--- config.mk ---
export PLATFORM = sky130hd
export DESIGN_NAME = imm_encode
export DESIGN_NICKNAME = d
export VERILOG_FILES = /design/src/rtl/imm_encode.sv
export SDC_FILE = /design/constraint.sdc
export NUM_CORES = 1
export LEC_CHECK = 0
export CORE_MARGIN = 3
export CORE_UTILIZATION = 50
export CTS_CLUSTER_SIZE = 40
export DETAILED_ROUTE_END_ITERATION = 10
export GPL_TIMING_DRIVEN = 0
export PLACE_DENSITY = 0.85
export SETUP_SLACK_MARGIN = 0.2
export SYNTH_ARGS = -nofsm -noshare
export SYNTH_HDL_FRONTEND = slang
export SYNTH_SLANG_ARGS = --single-unit
export TNS_END_PERCENT = 100
--- constraint.sdc ---
create_clock -name clk -period 2.9 [get_ports clk]
set_clock_uncertainty 0.15 [all_clocks]
set_input_delay 0.29 -clock clk [delete_from_list [all_inputs] [get_ports clk]]
set_output_delay 0.29 -clock clk [all_outputs]
set_load 0.1 [all_outputs]
--- src/rtl/imm_encode.sv ---
// RV32I immediate encoder: packs an immediate into I/S/B/J/U instruction fields of a
// template word, flags unrepresentable immediates, and delivers through a 2-stage pipeline.
module imm_encode #(
    parameter int unsigned ERR_CNT_W = 8
) (
    input  logic                 clk,
    input  logic                 rst_n,
    input  logic                 in_valid,
    output logic                 in_ready,
    input  logic [2:0]           immsrc,
    input  logic [31:0]          imm,
    input  logic [31:0]          base,
    output logic                 out_valid,
    input  logic                 out_ready,
    output logic [31:0]          out_instr,
    output logic [1:0]           out_err,
    output logic [ERR_CNT_W-1:0] err_cnt,
    input  logic                 err_clr
);

    logic                 s1_valid_q, s1_valid_d;
    logic [31:0]          s1_instr_q, s1_instr_d;
    logic [1:0]           s1_err_q,   s1_err_d;
    logic                 s2_valid_q, s2_valid_d;
    logic [31:0]          s2_instr_q, s2_instr_d;
    logic [1:0]           s2_err_q,   s2_err_d;
    logic [ERR_CNT_W-1:0] err_cnt_q,  err_cnt_d;

    logic [31:0] pack_instr;
    logic [1:0]  pack_err;
    logic        rng11_ok, rng12_ok, rng20_ok;
    logic        s1_adv, accept, err_hs;

    always_comb begin
        rng11_ok   = (imm[31:11] == '0) || (imm[31:11] == '1);
        rng12_ok   = (imm[31:12] == '0) || (imm[31:12] == '1);
        rng20_ok   = (imm[31:20] == '0) || (imm[31:20] == '1);
        pack_instr = base;
        pack_err   = 2'b00;
        // Alignment/low-bit faults are assigned after range faults so they win.
        case (immsrc)
            3'b000: begin
                pack_instr[31:20] = imm[11:0];
                if (!rng11_ok) pack_err = 2'b01;
            end
            3'b001: begin
                pack_instr[31:25] = imm[11:5];
                pack_instr[11:7]  = imm[4:0];
                if (!rng11_ok) pack_err = 2'b01;
            end
            3'b010: begin
                pack_instr[31]    = imm[12];
                pack_instr[30:25] = imm[10:5];
                pack_instr[11:8]  = imm[4:1];
                pack_instr[7]     = imm[11];
                if (!rng12_ok) pack_err = 2'b01;
                if (imm[0])    pack_err = 2'b10;
            end
            3'b011: begin
                pack_instr[31]    = imm[20];
                pack_instr[30:21] = imm[10:1];
                pack_instr[20]    = imm[11];
                pack_instr[19:12] = imm[19:12];
                if (!rng20_ok) pack_err = 2'b01;
                if (imm[0])    pack_err = 2'b10;
            end
            3'b100: begin
                pack_instr[31:12] = imm[31:12];
                if (imm[11:0] != '0) pack_err = 2'b10;
            end
            default: pack_err = 2'b11;
        endcase
    end

    always_comb begin
        s1_adv   = s1_valid_q && (!s2_valid_q || out_ready);
        in_ready = !s1_valid_q || s1_adv;
        accept   = in_valid && in_ready;

        s1_valid_d = s1_valid_q;
        s1_instr_d = s1_instr_q;
        s1_err_d   = s1_err_q;
        if (accept) begin
            s1_valid_d = 1'b1;
            s1_instr_d = pack_instr;
            s1_err_d   = pack_err;
        end else if (s1_adv) begin
            s1_valid_d = 1'b0;
        end

        s2_valid_d = s2_valid_q;
        s2_instr_d = s2_instr_q;
        s2_err_d   = s2_err_q;
        if (s1_adv) begin
            s2_valid_d = 1'b1;
            s2_instr_d = s1_instr_q;
            s2_err_d   = s1_err_q;
        end else if (s2_valid_q && out_ready) begin
            s2_valid_d = 1'b0;
        end
    end

    always_comb begin
        err_hs    = s2_valid_q && out_ready && (s2_err_q != 2'b00);
        err_cnt_d = err_cnt_q;
        // Clear wins, but an errored handshake in the same cycle is still counted.
        if (err_clr) begin
            err_cnt_d = err_hs ? ERR_CNT_W'(1) : '0;
        end else if (err_hs && (err_cnt_q != '1)) begin
            err_cnt_d = err_cnt_q + ERR_CNT_W'(1);
        end
    end

    always_ff @(posedge clk or negedge rst_n) begin
        if (!rst_n) begin
            s1_valid_q <= 1'b0;
            s1_instr_q <= '0;
            s1_err_q   <= '0;
            s2_valid_q <= 1'b0;
            s2_instr_q <= '0;
            s2_err_q   <= '0;
            err_cnt_q  <= '0;
        end else begin
            s1_valid_q <= s1_valid_d;
            s1_instr_q <= s1_instr_d;
            s1_err_q   <= s1_err_d;
            s2_valid_q <= s2_valid_d;
            s2_instr_q <= s2_instr_d;
            s2_err_q   <= s2_err_d;
            err_cnt_q  <= err_cnt_d;
        end
    end

    assign out_valid = s2_valid_q;
    assign out_instr = s2_instr_q;
    assign out_err   = s2_err_q;
    assign err_cnt   = err_cnt_q;

endmodule

Word-level counts from Yosys, hierarchy flattened
Index checks and enable logic that the tools add are counted.
Word-level totals
  register bits: 78
  latch bits: 0
  memory bits (writable): 0
  bits in read-only memories: 0
  input bits: 72
  output and inout port bits: 44
  word-level logic and storage cells: 57
  memories kept: 0
Cells by class
  add/subtract/negate cells: 1
  multiply operators: 0
  divide/modulo/power cells: 0
  $lt $le $gt $ge: 0
  equal/unequal tests: 8
  shifts and indexed selects: 0
  mux-type cells: 18
  bitwise gates (word level): 0
  reduce and logical (&&, ||, !) cells: 23
Operators by type and width (count)
  $pmux W7 S4: 1
  $mux W8: 3
  $eq A21 B21 Y1 const B: 1
  $logic_not A21 Y1: 1
  $eq A20 B20 Y1 const B: 1
  $logic_not A20 Y1: 1
  $pmux W5 S3: 1
  $eq A12 B12 Y1 const B: 1
  $logic_not A12 Y1: 1
  $reduce_bool A12 Y1: 1
  $pmux W5 S2: 1
  $add A8 B1 Y8 const B: 1
  $mux W1: 8
  $ne A8 B8 Y1 const B: 1
  $pmux W2 S4: 1
  $reduce_bool A2 Y1: 4
  $eq A3 B2 Y1 const B: 2
  $mux W2: 3
  $logic_and A1 B1 Y1: 5
  $logic_or A1 B1 Y1: 5
  $reduce_or A2 Y1: 2
  $eq A3 B1 Y1 const B: 1
  $eq A3 B3 Y1 const B: 1
  $logic_not A3 Y1: 1
  $logic_not A1 Y1: 2

Logic depth before layout (Yosys ltp)
Gate-level depths: netlist of run 1.
  depth after elaboration: 6
  gate-level depth with buffers: 6
  depth with buffers taken out: 5

Least setup slack after synthesis of run 1
Ideal clock, no wire load.
  path type: reg-to-reg
  start: reg s2_valid_q (netlist: out_valid)
  end: reg s1_instr_q[1]
  setup time: 0.125 ns
  arrival: 3.091 ns
  data required time: 2.625 ns
  slack: -0.466 ns
  cell stages (with the launch flop): 5
  buffers on the path: 1
  period minus slack after synthesis: 3.366 ns
  cells stage by stage: dfrtp_1 > nand3b_1 > nand2_1 > buf_2 > mux2_2
On the way
  word-level cells in the longest chain between the ends: 5
RTL lines
  from (decl): RTL line 24  | logic s2_valid_q, s2_valid_d;
  from (signal assigned): RTL line 127  | s2_valid_q <= s2_valid_d;
  $logic_not A1 Y1: RTL line 76  | s1_adv = s1_valid_q && (!s2_valid_q || out_ready);
  $logic_or A1 B1 Y1: RTL line 76
  $logic_and A1 B1 Y1: RTL line 76
  $logic_or A1 B1 Y1: RTL line 77  | in_ready = !s1_valid_q || s1_adv;
  named net in_ready: RTL line 9  | output logic in_ready,
  $logic_and A1 B1 Y1: RTL line 78  | accept = in_valid && in_ready;
  to (signal assigned): RTL line 125  | s1_instr_q <= s1_instr_d;
  to (decl): RTL line 22  | logic [31:0] s1_instr_q, s1_instr_d;
The timed path passes the listed nets, and every way through them passes these cells.
A chain may end at the register's enable or synchronous reset.

Worst setup path after layout of run 1
  start: in out_ready
  end: out in_ready
On the way
  word-level cells in the longest chain between the ends: 3
RTL lines
  from (decl): RTL line 14  | input logic out_ready,
  $logic_or A1 B1 Y1: RTL line 76
  $logic_and A1 B1 Y1: RTL line 76
  $logic_or A1 B1 Y1: RTL line 77
  to (decl): RTL line 9
No other way between the ends.

==> results of run 1 <==
## synthesized netlist by cell type
library cell	n
a21oi_4	1
nor2_1	19
o311ai_0	2
a21oi_1	17
dfrtp_1	78
clkbuf_1	12
or3_1	3
nor3_1	4
o221ai_1	1
a41o_1	1
nand3b_1	1
nand3_2	1
xor2_1	4
mux2_2	41
nand2b_1	6
a41oi_4	1
o22ai_1	1
o21bai_1	4
nand2_1	41
or2b_1	1
nand3_1	4
a211oi_1	4
and3_1	1
inv_1	2
xnor2_1	1
a22o_1	4
o211ai_1	2
o21a_1	1
buf_1	1
nor2b_1	1
nand4_1	8
a21o_1	4
o21ai_0	41
and4_4	1
nor4_1	8
buf_2	7
ha_1	1
mux2i_1	15
## state kept, by name, summed over array words and instances (netlist names)
signal / count
s1_valid_q: 1
out_err: 2
out_valid: 1
out_instr: 32
err_cnt: 8
s1_instr_q: 32
s1_err_q: 2
## per-layer routing
layer / track usage, % / up-vias / part of all wire (%)
li1: - / 1494 / -
met1: 30.9 / 1530 / 43
met2: 40.1 / 122 / 50
met3: 5.82 / 14 / 6.1
met4: 5.94 / 0 / 1.4
met5: 0 / - / 0
## cell families (layout without fill, tap and decap cells)
kind of cell,after synthesis,in the layout,synth area share [%]
multiplexers,56,56,16.5
AO/OA/AOI/OAI,84,84,14.1
AND/OR/NAND/NOR,99,99,12.7
flip-flops,78,78,52.7
adder cells (fa/ha/maj),1,1,0.338
buffers and inverters,22,154,2.46
XOR/XNOR,5,5,1.18
## final cells by class
class / count / area, µm² / area share, %
Sequential cell: 78 / 1960 / 37.2
Timing Repair Buffer: 116 / 1180 / 22.4
Multi-Input combinational cell: 245 / 1670 / 31.7
Clock inverter: 5 / 108 / 2.05
Inverter: 2 / 7.51 / 0.143
Clock buffer: 11 / 131 / 2.50
Tap cell: 96 / 120 / 2.29
Buffer: 20 / 86.3 / 1.64
## per-stage QoR
step                hold WS [ns]  std cells  worst slack (ns)  total power [mW]
finish                     0.130        573             0.316              4.22
global route               0.151        573             0.245              4.39
CTS                        0.130        573             0.297              4.24
detailed placement        0.0823        556             0.324              3.27
global placement           0.307        555             -1.71              3.23
floorplan                 -0.156        345             0.210              2.74
## worst min path at each step
stage	endpoint	slack (ns)	startpoint	cells after the start
floorplan	err_cnt[0]$_DFFE_PN0P_	-0.16	rst_n	0
global placement	s1_instr_q[10]$_DFFE_PN0P_	0.31	s1_instr_q[10]$_DFFE_PN0P_	2
detailed placement	err_cnt[5]$_DFFE_PN0P_	0.08	rst_n	1
CTS	err_cnt[3]$_DFFE_PN0P_	0.13	err_clr	2
global route	err_cnt[2]$_DFFE_PN0P_	0.15	err_clr	2
finish	err_cnt[3]$_DFFE_PN0P_	0.13	err_clr	2
## repair_timing
item,in CTS,in global routing
hold buffers,1,0
resized for setup,0,0
hold endpoints to repair,26,0
## cell usage in the layout (no fill, tap or decap), drive strengths merged, types with 2 or more instances in the layout
cell             n
clkbuf          23
bufinv           3
a21o             4
o311ai           2
nor3             4
or3              3
mux2            41
a21oi           18
o21ai           41
dfrtp           78
buf             10
a22o             4
nand3            5
nor2            19
inv              2
clkdlybuf4s50  113
a211oi           4
xor2             4
nand2           41
nand2b           6
clkinv           2
o211ai           2
mux2i           15
nor4             8
nand4            8
o21bai           4
## report_power, final
part / switching (mW) / internal [mW]
sequential: 0.122 / 1.30
combinational: 1.32 / 0.513
clock: 0.394 / 0.576
total: 1.84 / 2.39
==> results.py, run 1 <==
metrics = {
    "run_status": {
        "status": "complete, no violations",
    },
    "route": {
        "drt-initial-drc-count": 183,
        "drc": 0,
        "route.vias.total": 3160,
        "ant_nets": 0,
        "vias_per_cell": 5.51,
        "wl_per_cell_um": 16.8,
        "drt_wl_total_um": 9640,
        "firstDrtPassIters": 4,
    },
    "clock_tree": {
        "cts_tree": "built",
        "clock_tree.buffer_depth": 2,
        "root_buffer": "clkbuf_8",
        "cts_max_level": 3,
        "post_cts_buffers": 0,
        "cts_buffers": 9,
        "clk_latency_ns": 0.34,
        "cts.clk_slew.worst_paths_ns": 0.09,
        "cts.sinks": 78,
    },
    "die": {
        "die_w_um": 92.1,
        "rows": 30,
        "fp.coreArea_um2": 6980,
        "initial_utilization_pct": 53.1,
        "ios": 116,
        "die_area_um2": 8480,
        "fp.dieH_um": 92.1,
    },
    "setup_path": {
        "slowest_delay_ns": 1.16,
        "r2r_end": "err_cnt[5]$_DFFE_PN0P_",
        "worst-setup-path-type": "in2out",
        "rr_startpoint": "err_cnt[3]$_DFFE_PN0P_",
        "cp.depth": 3,
        "critPathCapture": "in_ready",
        "path_common_cell": "clkdlybuf4s50_1",
        "cp.arrival_ns": 2.14,
        "slowest_stage": "clkdlybuf4s50_1",
        "reg2reg_slack_ns": 1.00,
        "end_kind": "primary output",
        "cp.required_ns": 2.46,
        "reg2regPathDepth": 5,
        "path_delay_family": "buffers and inverters",
        "crit_buf_inv": 2,
        "cp_max_fo": 3,
        "crit_path_cell_trace": "clkdlybuf4s50_1 -> nand3b_1 -> clkdlybuf4s50_1",
        "cp-startpoint": "out_ready",
        "critPathLaunchType": "input port",
    },
    "timing": {
        "setup_violations": 0,
        "drv_slew": 0,
        "worst_pin_slew_ns": 1.02,
        "max_freq_ghz": 0.387,
        "tns_ns": 0,
        "finalWorstPathRequiredPeriod_ns": 2.58,
        "rsz0062_at_grt": "false",
        "relSlewSlack_pct": 31.6,
        "layout_worst_path_cycle_share_pct": 89.1,
        "hold_violations": 0,
    },
    "finish": {
        "antenna_cells": 0,
        "nFillCells": 493,
        "utilization_pct": 75.2,
        "area_delta_synth_final_pct": 41.7,
        "finalInstanceArea_um2": 5250,
        "fin_nets": 545,
        "drive_above_1_share_pct": 14.7,
    },
    "place": {
        "place.gp.congestion": 0.900,
        "dpl_cell_area_um2": 5000,
        "dp.final_hpwl_um": 7310,
        "port_buffers": 114,
    },
    "global_routing": {
        "grt_pass1_wl_um": 16000,
        "grt.overflow.total": 0,
        "track_usage_pct": 23.8,
        "antenna_found_initial": 0,
        "grt_max_degree": 53,
        "grt_pass1_vias": 3272,
    },
    "pwr": {
        "p_leak_nw": 2.20,
        "ir_worst_vdd_v": 0.000458,
        "p_per_area_nw_per_um2": 804,
    },
    "synthesis": {
        "synth_top_area_share_pct": 52.7,
        "yosysUniqueCellTypes": 38,
        "yosysSeqAreaShare_pct": 52.7,
        "synth-warning-count": 0,
        "synthesis.area_um2": 3710,
        "synthTopCellsByArea": "dfrtp_1 53%, mux2_2 12%, o21ai_0 5.5%",
        "syn_avg_cell_area_um2": 10.7,
        "synth_cells": 345,
        "synth_top_cell_by_area": "dfrtp_1",
        "ys_ff_latch": 78,
        "syn-num-nets": 418,
    },
    "worst_hold_path": {
        "hold_path.class": "in2reg",
    },
    "flow_run": {
        "drv_cap": 0,
    },
}
Note: power is estimated with default switching activity, not from simulation.
==> run 2: changes to the inputs <==
--- a/config.mk
+++ b/config.mk
@@ -10,6 +10,7 @@
 export CTS_CLUSTER_SIZE = 40
 export DETAILED_ROUTE_END_ITERATION = 10
 export GPL_TIMING_DRIVEN = 0
+export MAX_ROUTING_LAYER = met4
 export PLACE_DENSITY = 0.85
 export SETUP_SLACK_MARGIN = 0.2
 export SYNTH_ARGS = -nofsm -noshare
==> run 2 against run 1 <==
Effect of this change:
- first-iteration DRC count is 1.6% lower
- largest cell class unchanged
- critical endpoint unchanged
- clock power hardly changed
- clock-buffer cell count stayed put
- maximum frequency is 0.68% lower
- critical path type is now reg2out
==> results.py, run 2 (same netlist as run 1, synthesis figures left out) <==
metrics = {
    "setup_path": {
        "slowest_stage": "clkdlybuf4s50_1",
        "reg2regPathDepth": 5,
        "crit_path_cell_trace": "nand3b_1 -> clkdlybuf4s50_1",
        "reg2reg_slack_ns": 0.99,
        "rr_startpoint": "err_cnt[0]$_DFFE_PN0P_",
        "cp.arrival_ns": 2.16,
        "worst-setup-path-type": "reg2out",
        "cp.required_ns": 2.46,
        "critPathLaunchType": "flip-flop",
        "end_kind": "primary output",
        "path_delay_family": "buffers and inverters",
        "cp_max_fo": 4,
        "slowest_delay_ns": 1.16,
        "crit_buf_inv": 1,
        "r2r_end": "err_cnt[5]$_DFFE_PN0P_",
    },
    "die": {
        "die_w_um": 92.1,
        "die_area_um2": 8480,
        "fp.coreArea_um2": 6980,
        "rows": 30,
        "fp.dieH_um": 92.1,
        "initial_utilization_pct": 53.1,
        "ios": 116,
    },
    "clock_tree": {
        "cts_max_level": 3,
        "root_buffer": "clkbuf_8",
        "cts.clk_slew.worst_paths_ns": 0.09,
        "cts.sinks": 78,
        "clock_tree.buffer_depth": 2,
        "ctsResizeCount": 0,
        "clk_latency_ns": 0.34,
        "cts_tree": "built",
        "cts_buffers": 9,
        "post_cts_buffers": 0,
    },
    "timing": {
        "rsz0062_at_grt": "false",
        "drv_slew": 0,
        "setup_violations": 0,
        "finalWorstPathRequiredPeriod_ns": 2.60,
        "timing.hold.ws_ns": 0.132,
        "layout_worst_path_cycle_share_pct": 89.7,
        "tns_ns": 0,
        "relSlewSlack_pct": 32.7,
        "hold_violations": 0,
        "worst_pin_slew_ns": 1.01,
        "max_freq_ghz": 0.384,
    },
    "global_routing": {
        "grt_pass1_wl_um": 15600,
        "grt.overflow.total": 0,
        "grt_max_degree": 57,
        "grt_pass1_vias": 3224,
        "track_usage_pct": 24.1,
        "antenna_found_initial": 0,
    },
    "worst_hold_path": {
        "hold_path_depth": 2,
        "hold_path.startpoint": "err_clr",
        "min_to": "err_cnt[6]$_DFFE_PN0P_",
        "hold_path.class": "in2reg",
    },
    "route": {
        "vias_per_cell": 5.51,
        "firstDrtPassIters": 4,
        "route.vias.total": 3157,
        "ant_nets": 0,
        "drc": 0,
        "wl_per_cell_um": 17.1,
        "drt_wl_total_um": 9800,
        "drt-initial-drc-count": 180,
    },
    "place": {
        "dp.final_hpwl_um": 7420,
        "port_buffers": 114,
        "place.gp.congestion": 0.900,
    },
    "finish": {
        "utilization_pct": 75.3,
        "layout_common_cells": "113 x clkdlybuf4s50_1, 77 x dfrtp_1, 41 x mux2_2, 41 x o21ai_0, 40 x nand2_1",
        "drive_above_1_share_pct": 14.9,
        "area_delta_synth_final_pct": 41.9,
        "antenna_cells": 0,
        "fin_nets": 545,
        "final_common_cell": "clkdlybuf4s50_1",
    },
    "pwr": {
        "p_per_area_nw_per_um2": 810,
        "p_leak_nw": 2.20,
        "ir_worst_vdd_v": 0.000423,
        "totalPowerFinal_mw": 4.26,
    },
    "flow_run": {
        "drv_cap": 0,
    },
    "run_status": {
        "status": "complete, no violations",
    },
}
run 2: cell count changes in the layout (fill, tap and decap cells not counted):
cell	before	now
clkbuf_1	14	13
clkbuf_8	9	10
clkinv_4	2	1
clkinvlp_4	0	1
run 2: metrics by stage:
| step | instances | area, µm² | setup slack, ns |
|---|---|---|---|
| after floorplan | 345 | 3710 | 0.210 |
| after global placement | 555 | 4980 | -1.69 |
| after detailed placement | 556 | 5000 | 0.303 |
| after CTS | 573 | 5260 | 0.289 |
| after global routing | 573 | 5260 | 0.249 |
| final | 573 | 5260 | 0.298 |
run 2: metal layers:
metal,vias up,wire length (µm),global-route usage (%)
li1,1507,-,-
met1,1512,4000,29.7
met2,124,4940,40.7
met3,14,674,4.68
met4,0,182,6.93
met5,-,0,-
run 2: worst max-delay path by stage:
stage	from	end	slack, ns	cells after the start
finish	out_valid$_DFFE_PN0P_	in_ready	0.30	2
CTS	out_valid$_DFFE_PN0P_	in_ready	0.29	2
global placement	rst_n	out_valid$_DFFE_PN0P_	-1.69	1
global route	out_valid$_DFFE_PN0P_	in_ready	0.25	2
detailed placement	out_ready	in_ready	0.30	3
floorplan	out_valid$_DFFE_PN0P_	s1_instr_q[1]$_DFFE_PN0P_	0.21	4
run 2: power breakdown:
group	total (mW)	internal [mW]	switching, mW
Combinational	1.84	0.513	1.32
Sequential	1.42	1.30	0.127
Clock	1.00	0.598	0.403
Total	4.26	2.41	1.85
run 2: final cells by class:
class,instances,area (µm²)
flip-flops and latches,78,1960
fillers,494,1720
clock buffers,11,141
repair buffers,116,1180
multi-input cells,245,1670
inverters,2,7.51
well taps,96,120
plain buffers,20,86.3
clock inverters,5,106
run 2: worst register-to-register path: stages, from the launching register on:
cell,delay [ns]
dfrtp_1,0.46
ha_1,0.30
a41oi_4,0.27
nand3_2,0.14
or3_1,0.36
a21oi_1,0.15
run 2: repair_timing:
| item | in CTS | in global routing |
|---|---|---|
| endpoints found under the hold margin | 22 | 0 |
| hold buffers | 1 | 0 |
| setup endpoints to repair | 0 | 0 |
